File: src/rtl/reg_issue_wb.sv
// Issue/writeback stage around the ALU result-select decoder: accepts instruction
// words, drives operands to the decoder and writes its results into a 4-entry register file.
module reg_issue_wb #(
  parameter int WIDTH  = 16,
  parameter int REG_AW = 2
) (
  input  logic              clk,
  input  logic              rst_n,
  input  logic              instr_valid,
  output logic              instr_ready,
  input  logic [15:0]       instr,
  output logic [WIDTH-1:0]  RA,
  output logic [WIDTH-1:0]  RB,
  output logic [2:0]        sel,
  output logic [2:0]        ZNC_in,
  input  logic [WIDTH-1:0]  alu_a,
  input  logic [WIDTH-1:0]  alu_b,
  input  logic [2:0]        alu_znc,
  output logic              done,
  input  logic [REG_AW-1:0] rd_idx,
  output logic [WIDTH-1:0]  rd_data
);

  localparam int DEPTH = 1 << REG_AW;

  typedef enum logic [1:0] {IDLE, LDW, ISSUE, WB} state_t;

  // state is the observable FSM state for assertions bound to this module.
  state_t state, state_nxt;

  logic [WIDTH-1:0]  regs [DEPTH];
  logic [2:0]        flags;
  logic [REG_AW-1:0] a_q, b_q;
  logic [7:0]        imm_q;
  logic              accept;

  // Handshake: a word transfers on a rising edge where instr_valid and
  // instr_ready are both high; instr is don't-care whenever instr_ready is low.
  always_ff @(posedge clk or negedge rst_n) begin
    if (!rst_n) state <= IDLE;
    else        state <= state_nxt;
  end

  always_comb begin
    state_nxt   = state;
    instr_ready = 1'b0;
    done        = 1'b0;
    accept      = 1'b0;
    case (state)
      IDLE: begin
        instr_ready = rst_n;
        if (instr_valid && rst_n) begin
          accept    = 1'b1;
          state_nxt = instr[8] ? LDW : ISSUE;
        end
      end
      LDW: begin
        done      = 1'b1;
        state_nxt = IDLE;
      end
      ISSUE: state_nxt = WB;
      WB: begin
        done      = 1'b1;
        state_nxt = IDLE;
      end
      default: state_nxt = IDLE;
    endcase
  end

  // Operands are captured on the accept edge, so RA/RB/sel are stable for
  // the whole ISSUE+WB window while the decoder settles.
  always_ff @(posedge clk or negedge rst_n) begin
    if (!rst_n) begin
      for (int i = 0; i < DEPTH; i++) regs[i] <= '0;
      flags <= '0;
      RA    <= '0;
      RB    <= '0;
      sel   <= '0;
      a_q   <= '0;
      b_q   <= '0;
      imm_q <= '0;
    end else begin
      if (accept) begin
        a_q   <= REG_AW'(instr[12:11]);
        b_q   <= REG_AW'(instr[10:9]);
        imm_q <= instr[7:0];
        if (!instr[8]) begin
          RA  <= regs[REG_AW'(instr[12:11])];
          RB  <= regs[REG_AW'(instr[10:9])];
          sel <= instr[15:13];
        end
      end
      if (state == LDW) regs[a_q] <= WIDTH'(imm_q);
      // The a write follows the b write so index a wins when a == b.
      if (state == WB) begin
        regs[b_q] <= alu_b;
        regs[a_q] <= alu_a;
        flags     <= alu_znc;
      end
    end
  end

  assign ZNC_in  = flags;
  assign rd_data = regs[rd_idx];

endmodule

File: config.mk
export PLATFORM = sky130hd
export DESIGN_NAME = reg_issue_wb
export DESIGN_NICKNAME = d
export VERILOG_FILES = /design/src/rtl/reg_issue_wb.sv
export SDC_FILE = /design/constraint.sdc
export NUM_CORES = 1
export LEC_CHECK = 0
export CAP_MARGIN = 10
export CORE_ASPECT_RATIO = 0.6
export CORE_UTILIZATION = 54
export DETAILED_ROUTE_END_ITERATION = 10
export PLACE_DENSITY_LB_ADDON = 0.12
export REMOVE_ABC_BUFFERS = 1
export SETUP_SLACK_MARGIN = 0.05
export SLEW_MARGIN = 20
export SYNTH_ARGS = -nofsm -noshare
export SYNTH_HDL_FRONTEND = slang
export SYNTH_SLANG_ARGS = --single-unit
export TNS_END_PERCENT = 100
File: constraint.sdc
create_clock -name clk -period 2.92 [get_ports clk]
set_clock_uncertainty 0.15 [all_clocks]
set_input_delay 0.876 -clock clk [delete_from_list [all_inputs] [get_ports clk]]
set_output_delay 0.876 -clock clk [all_outputs]
set_load 0.1 [all_outputs]
After elaboration in Yosys (flattened, before gate mapping):

Cells that the tools add are included.

* input port bits: 56
* output and inout bits: 56
* register bits: 116

* mux-type cells: 25
* order comparisons: 7
* reduce and logical (&&, ||, !) cells: 6
* equality and inequality tests: 4
* bitwise operators: 6

Operators by type and width (count)
* 64-bit bitwise mux: 3
* 16-bit two-way mux: 8
* 64-bit two-way mux: 2
* 16-bit binary-select mux with 2-bit select: 3
* 16-bit demux with 2-bit select: 2
* 3-bit greater-or-equal comparator (second input constant): 5
* 2-bit inverter with 3-bit output: 5
* 3-bit by 1-bit less-than comparator with 1-bit output (second input constant): 2
* 2-bit one-hot mux with 3 select lines: 1
* 2-bit equality test (second input constant): 2
* 1-bit two-way mux: 4
* 2-bit two-way mux: 2
* 1-bit logical AND: 3
* 2-bit by 1-bit equality test with 1-bit output (second input constant): 1
* 2-bit zero test: 1
* 2-bit inequality test (second input constant): 1
* 2-bit AND reduction: 1
* 2-bit OR reduction: 1
* 1-bit inverter: 1

Longest topological paths before layout:

Gate-level depths: netlist of run 1.

* depth in word-level cells: 10
* gate-level depth with buffers: 7
* depth with buffers taken out: 4

Least setup slack after synthesis of run 1:

Ideal clock, no wire load.

* path kind: in2out
* from: in rd_idx[0]
* to: out rd_data[10]
* stages on the path: 3
* path slack: -0.293 ns
* data arrival time: 2.187 ns
* buffers on the path: 2
* path through: buf_2 -> buf_2 -> mux4_2

* longest elaborated chain between the ends: 4

RTL lines
* start: declaration: RTL line 20 `input logic [REG_AW-1:0] rd_idx,`
* 2-bit inverter with 3-bit output (implied by the code): RTL line 104 `assign rd_data = regs[rd_idx];`
* 16-bit binary-select mux with 2-bit select: RTL line 104
* 16-bit two-way mux (implied by the code) (2 in series): RTL line 104
* end: declaration: RTL line 21 `output logic [WIDTH-1:0] rd_data`

Every way passes these cells. The select of a mux whose other input is x is not followed.

Worst setup path in the final report of run 1:

* from: in rd_idx[0]
* to: out rd_data[7]

The elaborated chain is that of the path after synthesis.

==> results of run 1 <==
## layer usage
metal | global-route usage (%) | part of all wire (%) | up-vias
met1 | 49.8 | 39 | 2791
met3 | 13.6 | 15 | 69
li1 | - | - | 2355
met4 | 13.4 | 2.4 | 0
met5 | 0 | 0 | -
met2 | 52.0 | 44 | 460
## critical path: stages
cell	delay, ps
buf_12	90
buf_12	160
mux4_2	560
buf_12	190
## path summary, 6_finish.rpt
| check | startpoint | endpoint |
|---|---|---|
| setup / recovery | rd_idx[0] | rd_data[7] |
| max in group asynchronous | rst_n | regs[31] |
| hold / removal | ZNC_in[2] | ZNC_in[2] |
| hold reg to reg | ZNC_in[2] | ZNC_in[2] |
| min in group asynchronous | rst_n | RA[5] |
| setup reg to reg | a_q[0] | regs[4] |
## cell usage after synthesis (2+ instances only)
| master | count |
|---|---|
| a22oi_1 | 6 |
| nand2_2 | 3 |
| mux4_2 | 48 |
| o21a_1 | 2 |
| nor2_2 | 3 |
| nand2_1 | 73 |
| a32oi_1 | 24 |
| buf_4 | 6 |
| nor2b_1 | 11 |
| o21ai_0 | 10 |
| a21oi_1 | 50 |
| nor2_1 | 15 |
| a221oi_2 | 2 |
| o32ai_1 | 9 |
| clkbuf_1 | 7 |
| o22ai_1 | 48 |
| dfrtp_1 | 116 |
| buf_2 | 24 |
| o21ai_1 | 2 |
| mux2_2 | 43 |
| a221oi_1 | 6 |
| nand2b_1 | 5 |
| mux2_1 | 4 |
| and2_1 | 2 |
| clkbuf_2 | 3 |
| buf_6 | 8 |
## stage by stage
| step | instance area [sq um] | worst slack (ps) |
|---|---|---|
| 6_report | 8540 | -2.51 |
| 5_1_grt | 8540 | -22.2 |
| 4_1_cts | 8530 | -2.18 |
| 3_5_place_dp | 7820 | -479 |
| 3_3_place_gp | 7820 | -466 |
| 2_1_floorplan | 6150 | -524 |
## layout make-up
class,instances,area (sq um)
clock inverter,9,173
timing repair buffer,141,1520
tap,160,200
multi-input combinational,379,3250
fill,771,2950
clock buffer,23,488
sequential,116,2900
## flip-flops by register name (all words and copies together) (netlist names), 3 cells and up
signal and flops:
RB 16, ZNC_in 3, RA 16, imm_q 8
regs 64, sel 3
## cells by family after synthesis
family / after synthesis / synth area share [%]
AO/OA/AOI/OAI: 164 / 16.8
buffers and inverters: 49 / 4.65
flip-flops: 116 / 45.0
multiplexers: 96 / 25.1
AND/OR/NAND/NOR: 119 / 8.45
## timing repair
item	4_1_cts	5_1_grt
buffers inserted	2	0
gates cloned	1	0
resized for setup	16	2
setup endpoints to repair	16	16
==> results.sh, run 1 <==
export IMPL_cp_end_kind="output pin"
export IMPL_async_flop_share_pct=100
export IMPL_r2r_slack_ps=350
export IMPL_clock_latency_ps=410
export IMPL_drc_errors=0
export IMPL_slew_limit_headroom_pct=36.3
export IMPL_die_height_um=86.7
export IMPL_worst_r2r_path_depth=4
export IMPL_cp_max_fo=8
export IMPL_antenna_found_initial=0
export IMPL_numCtsBuffers=17
export IMPL_synth_warnings=0
export IMPL_synth_edf_count=0
export IMPL_hold_path_depth=2
export IMPL_worstMarginPinSlew_ps=953
export IMPL_cap_violations=0
export IMPL_cts_tree="done"
export IMPL_start_kind="primary input"
export IMPL_synth_cell_types=40
export IMPL_grt_pass1_wl_um=32100
export IMPL_hold_ws_ps=341
export IMPL_clkSinkCount=116
export IMPL_path_class="primary input to output pin"
export IMPL_rsz0062_at_grt="yes"
export IMPL_hold_violations=0
export IMPL_io_pins=112
export IMPL_wirelength_um=20600
export IMPL_violations="negative setup slack"
export IMPL_layout_drive_gt1_share_pct=33.5
export IMPL_vias_per_cell=6.85
export IMPL_final_nets=711
export IMPL_avgSynthCellArea_sq_um=11.9
export IMPL_synthCells=544
export IMPL_cts_clk_slew_worst_paths_ps=60
export IMPL_cts_path_max_buffers=2
export IMPL_syn_to_final_growth_pct=32.3
export IMPL_hold_class="register to register"
export IMPL_gp_congestion=0.883
export IMPL_status="finished with violations"
export IMPL_setup_viol=2
export IMPL_htree_levels=4
export IMPL_fin_crit_ps=2920
export IMPL_stdcell_count=828
export IMPL_grt_ovfl_total=0
export IMPL_grt_pass1_vias=5768
export IMPL_row_count=30
export IMPL_die_area_sq_um=12400
export IMPL_final_common_cell="dfrtp_1"
export IMPL_mostFrequentLayoutCells="dfrtp_1, nand2_1, buf_4"
export IMPL_dr_pass1_iters=6
export IMPL_synth_top_area_share_pct=45.0
export IMPL_grt_usage_pct=36.1
export IMPL_diodes=0
export IMPL_ctsRootBufferMaster="clkbuf_16"
export IMPL_vias=5675
export IMPL_synthesis_area_sq_um=6450
export IMPL_post_dp_hpwl_um=12900
export IMPL_synth_largest_area_cell="dfrtp_1"
export IMPL_synthTopCellsByArea="dfrtp_1, mux4_2, mux2_2"
export IMPL_required_ps=1890
export IMPL_layout_setup_ws_ps=-2.51
export IMPL_wl_per_cell_um=24.9
export IMPL_die_w_um=143
export IMPL_arrival_ps=1900
export IMPL_ys_seq_elements=116
export IMPL_grt_max_degree=117
export IMPL_fin_util_pct=74.3
export IMPL_ys_seq_area_share_pct=45.0
export IMPL_start_util_pct=56.2
export IMPL_portBuffers=111
export IMPL_synth_ff_type="dfrtp_1"
export IMPL_final_antenna_net_count=0
export IMPL_coreArea_sq_um=11500
export IMPL_fin_tns_setup_ps=-3.16
export IMPL_clock_fmax_ghz=0.342
export IMPL_hold_buffers=0
export IMPL_report_final_slew_viol_count=0
export IMPL_drtIter0Drc=735
export IMPL_period_share_pct=100
export IMPL_dp_cells=793
Power of run 1 is not shown: default switching activity piles up to over one toggle a cycle in this logic, so the estimate is an artifact.
==> inputs of run 2 (changes only) <==
--- a/config.mk
+++ b/config.mk
@@ -7,6 +7,7 @@
 export LEC_CHECK = 0
 export CAP_MARGIN = 10
 export CORE_ASPECT_RATIO = 0.6
+export CORE_MARGIN = 10
 export CORE_UTILIZATION = 54
 export DETAILED_ROUTE_END_ITERATION = 10
 export PLACE_DENSITY_LB_ADDON = 0.12
==> results.sh, run 2 (same netlist as run 1, synthesis figures left out) <==
export IMPL_row_count=30
export IMPL_worstMarginPinSlew_ps=1000
export IMPL_clock_latency_ps=410
export IMPL_status="finished, final reports clean"
export IMPL_multiInputGateArea_sq_um=3250
export IMPL_grt_ovfl_total=0
export IMPL_start_kind="primary input"
export IMPL_setup_viol=0
export IMPL_grt_usage_pct=25.1
export IMPL_gp_congestion=0.912
export IMPL_cts_path_max_buffers=2
export IMPL_fin_util_pct=73.2
export IMPL_cts_tree="done"
export IMPL_die_height_um=105
export IMPL_die_area_sq_um=16900
export IMPL_diodes=0
export IMPL_htree_levels=4
export IMPL_arrival_ps=1890
export IMPL_met3_usage_pct=8.82
export IMPL_die_w_um=161
export IMPL_num_fill_cells=788
export IMPL_dr_pass1_iters=7
export IMPL_slew_limit_headroom_pct=32.9
export IMPL_drc_errors=0
export IMPL_hold_violations=0
export IMPL_final_antenna_net_count=0
export IMPL_hold_class="primary input to asynchronous set/reset pin"
export IMPL_worst_r2r_path_depth=3
export IMPL_antenna_found_initial=0
export IMPL_cap_violations=0
export IMPL_cp_max_fo=8
export IMPL_largest_registers="regs (64), RA (16), RB (16)"
export IMPL_final_seq_area_sq_um=2900
export IMPL_vias_per_cell=6.79
export IMPL_mostFrequentLayoutCells="dfrtp_1, nand2_1, buf_4"
export IMPL_numCtsBuffers=17
export IMPL_period_share_pct=99.8
export IMPL_stdcell_count=824
export IMPL_io_pins=112
export IMPL_grt_pass1_wl_um=33200
export IMPL_grt_pass1_vias=5759
export IMPL_required_ps=1890
export IMPL_coreArea_sq_um=11500
export IMPL_final_nets=708
export IMPL_drtIter0Drc=750
export IMPL_largest_register="regs"
export IMPL_syn_to_final_growth_pct=30.3
export IMPL_fin_crit_ps=2910
export IMPL_wl_per_cell_um=25.8
export IMPL_cts_clk_slew_worst_paths_ps=50
export IMPL_grt_util_met2_pct=38.4
export IMPL_hold_buffers=0
export IMPL_clkSinkCount=116
export IMPL_report_final_slew_viol_count=0
export IMPL_rsz0062_at_grt="yes"
export IMPL_portBuffers=111
export IMPL_clock_fmax_ghz=0.343
export IMPL_grt_max_degree=63
export IMPL_vias=5591
export IMPL_met1_usage_pct=33.1
export IMPL_cp_end_kind="output pin"
export IMPL_start_util_pct=56.2
export IMPL_largest_register_ffs=64
export IMPL_path_class="primary input to output pin"
export IMPL_dp_cells=791
export IMPL_layout_drive_gt1_share_pct=33.3
export IMPL_wirelength_um=21200
export IMPL_ctsRootBufferMaster="clkbuf_16"
export IMPL_busiest_layer="met2"
export IMPL_post_dp_hpwl_um=13700
export IMPL_final_common_cell="dfrtp_1"
## run 2: cell type report
| cell class | instances | share of cell area (%) |
|---|---|---|
| Multi-Input combinational cell | 379 | 38.7 |
| Sequential cell | 116 | 34.5 |
| Timing Repair Buffer | 138 | 17.7 |
| Clock buffer | 20 | 5.43 |
| Tap cell | 160 | 2.38 |
| Clock inverter | 11 | 1.31 |
## run 2: through the flow
step | instance area, sq um | setup TNS, ps | hold WS, ps | setup WS, ps
floorplan | 6150 | -18800 | 329 | -524
global placement | 7790 | -6990 | 311 | -466
detailed placement | 7790 | -7000 | 314 | -460
CTS | 8400 | 0 | 123 | 0.909
global route | 8410 | -26.9 | 118 | -12.0
finish | 8410 | 0 | 125 | 6.18
## run 2: layer usage
layer  share of wire [%]  wire length [um]
met1                  40              8540
met5                   0                 0
met4                 1.9               408
met2                  46              9790
met3                  12              2480
## run 2: critical path, cell delays in order
cell    delay, ps
buf_12        100
buf_12        160
mux4_2        560
buf_12        190
## run 2: final timing paths
check	from	end	slack [ps]
setup reg to reg	state[0]	regs[21]	560
setup / recovery	rd_idx[0]	rd_data[10]	6
min in group clk	ZNC_in[1]	ZNC_in[1]	330
hold / removal	rst_n	state[0]	130
hold reg to reg	ZNC_in[1]	ZNC_in[1]	330
max in group asynchronous	rst_n	RA[11]	810
## run 2: repair_timing
action,in CTS,in global routing
setup endpoints to repair,16,16
gates resized for setup,16,2
pin swaps,0,0
buffers inserted,1,0
cloned,1,0
endpoints found under the hold margin,0,0
Power of run 2 is left out for the same reason.
==> inputs of run 3 (changes only) <==
--- a/config.mk
+++ b/config.mk
@@ -6,7 +6,7 @@
 export NUM_CORES = 1
 export LEC_CHECK = 0
 export CAP_MARGIN = 10
-export CORE_ASPECT_RATIO = 0.6
+export CORE_ASPECT_RATIO = 1.1
 export CORE_MARGIN = 10
 export CORE_UTILIZATION = 54
 export DETAILED_ROUTE_END_ITERATION = 10
==> results.sh, run 3 (same netlist as run 1, synthesis figures left out) <==
export IMPL_largest_register_ffs=64
export IMPL_final_nets=708
export IMPL_start_kind="primary input"
export IMPL_die_area_sq_um=16700
export IMPL_crit_reg2reg_launch="state[1]"
export IMPL_hold_buffers=0
export IMPL_hold_violations=0
export IMPL_startpoint="rd_idx[0]"
export IMPL_critPathBufInv=3
export IMPL_grt_pass1_vias=5835
export IMPL_cts_clk_slew_worst_paths_ps=50
export IMPL_largest_register="regs"
export IMPL_grt_ovfl_total=0
export IMPL_cp_max_fo=8
export IMPL_arrival_ps=1890
export IMPL_hold_start="ZNC_in[0]"
export IMPL_numCtsBuffers=17
export IMPL_rr_endpoint="regs[55]"
export IMPL_met3_usage_pct=7.05
export IMPL_crit_slowest_cell="mux4_2"
export IMPL_coreArea_sq_um=11600
export IMPL_slew_limit_headroom_pct=37.2
export IMPL_vias=5576
export IMPL_diodes=0
export IMPL_report_final_slew_viol_count=0
export IMPL_post_dp_hpwl_um=13200
export IMPL_io_pins=112
export IMPL_required_ps=1890
export IMPL_mostFrequentLayoutCells="dfrtp_1, nand2_1, buf_4"
export IMPL_path_class="primary input to output pin"
export IMPL_antenna_found_initial=0
export IMPL_drc_errors=0
export IMPL_clock_latency_ps=420
export IMPL_vias_per_cell=6.84
export IMPL_grt_usage_pct=24.7
export IMPL_rsz0062_at_grt="yes"
export IMPL_final_antenna_net_count=0
export IMPL_grt_max_degree=117
export IMPL_worst_r2r_path_depth=4
export IMPL_worstSetupPathDepth=4
export IMPL_cap_violations=0
export IMPL_grt_pass1_wl_um=32800
export IMPL_htree_levels=4
export IMPL_busiest_layer="met2"
export IMPL_drtIter0Drc=763
export IMPL_final_common_cell="dfrtp_1"
export IMPL_met1_usage_pct=30.1
export IMPL_wirelength_um=20500
export IMPL_period_share_pct=99.9
export IMPL_worstPathCellList="buf_12 -> buf_12 -> mux4_2 -> buf_12"
export IMPL_max_stage_delay_ps=560
export IMPL_num_fill_cells=786
export IMPL_cp_end_kind="output pin"
export IMPL_gp_congestion=0.899
export IMPL_row_count=41
export IMPL_clock_fmax_ghz=0.343
export IMPL_largest_registers="regs (64), RA (16), RB (16)"
export IMPL_dr_pass1_iters=8
export IMPL_crit_path_end="rd_data[7]"
export IMPL_worstMarginPinSlew_ps=935
export IMPL_start_util_pct=55.7
export IMPL_status="finished, final reports clean"
export IMPL_die_w_um=124
export IMPL_stdcell_count=815
export IMPL_portBuffers=111
export IMPL_hold_class="register to register"
export IMPL_clkSinkCount=116
export IMPL_die_height_um=135
export IMPL_layout_drive_gt1_share_pct=33.2
export IMPL_cts_tree="done"
export IMPL_grt_util_met2_pct=40.1
export IMPL_ctsRootBufferMaster="clkbuf_16"
export IMPL_dp_cells=780
export IMPL_crit_path_frequent_cell="buf_12"
export IMPL_syn_to_final_growth_pct=32.0
export IMPL_setup_viol=0
export IMPL_path_delay_family="multiplexers"
export IMPL_cts_path_max_buffers=2
export IMPL_fin_crit_ps=2920
export IMPL_r2r_slack_ps=540
export IMPL_wl_per_cell_um=25.2
run 3: changes by cell type in the layout (fill, tap and decap cells not counted):
| cell | previous run | this run |
|---|---|---|
| buf_6 | 3 | 1 |
| buf_12 | 23 | 26 |
| bufinv_16 | 2 | 5 |
| buf_4 | 59 | 58 |
| clkinvlp_4 | 2 | 1 |
| clkinv_2 | 7 | 3 |
| clkbuf_8 | 2 | 4 |
| clkbuf_1 | 1 | 2 |
run 3: per-layer routing:
metal	part of all wire [%]	vias up	wire (um)
li1	-	2339	-
met1	38	2830	7840
met2	49	345	10100
met3	9.3	62	1900
met4	3.2	0	652
met5	0	-	0
run 3: how the worst min path moves through the flow:
| stage | end | slack [ps] | depth (start not counted) |
|---|---|---|---|
| 3_3_place_gp | ZNC_in[0] | 310 | 2 |
| 4_1_cts | ZNC_in[0] | 340 | 2 |
| 6_report | ZNC_in[0] | 340 | 2 |
| 5_1_grt | RB[4] | 360 | 1 |
| 3_5_place_dp | ZNC_in[0] | 330 | 2 |
| 2_1_floorplan | regs[56] | 330 | 2 |
run 3: layout make-up:
cell class / count / area (sq um) / share of cell area [%]
multi-input cells: 379 / 3250 / 38.2
flip-flops and latches: 116 / 2900 / 34.1
repair buffers: 138 / 1520 / 17.8
clock buffers: 23 / 488 / 5.73
well taps: 150 / 188 / 2.20
clock inverters: 9 / 173 / 2.03
run 3: metrics by stage:
stage	hold slack, ps	setup slack (ps)	area (sq um)	util, %	setup TNS [ps]
6_report	338	2.86	8520	73.5	0
3_5_place_dp	328	-461	7800	67.3	-7020
5_1_grt	364	1.40	8520	73.5	0
4_1_cts	342	12.6	8510	73.4	0
3_3_place_gp	312	-469	7800	67.3	-6990
2_1_floorplan	329	-524	6150	-	-18800
run 3: worst register-to-register path: stages (launching register included):
cell	delay, ps
dfrtp_1	630
and2_2	590
nand2_1	390
o32ai_1	400
nor2_1	90
run 3: repair_timing:
item / 4_1_cts / 5_1_grt
cloned: 1 / 0
pin swaps: 0 / 0
setup endpoints to repair: 16 / 15
buffers inserted: 2 / 0
resized for setup: 14 / 1
Power of run 3 is left out for the same reason.
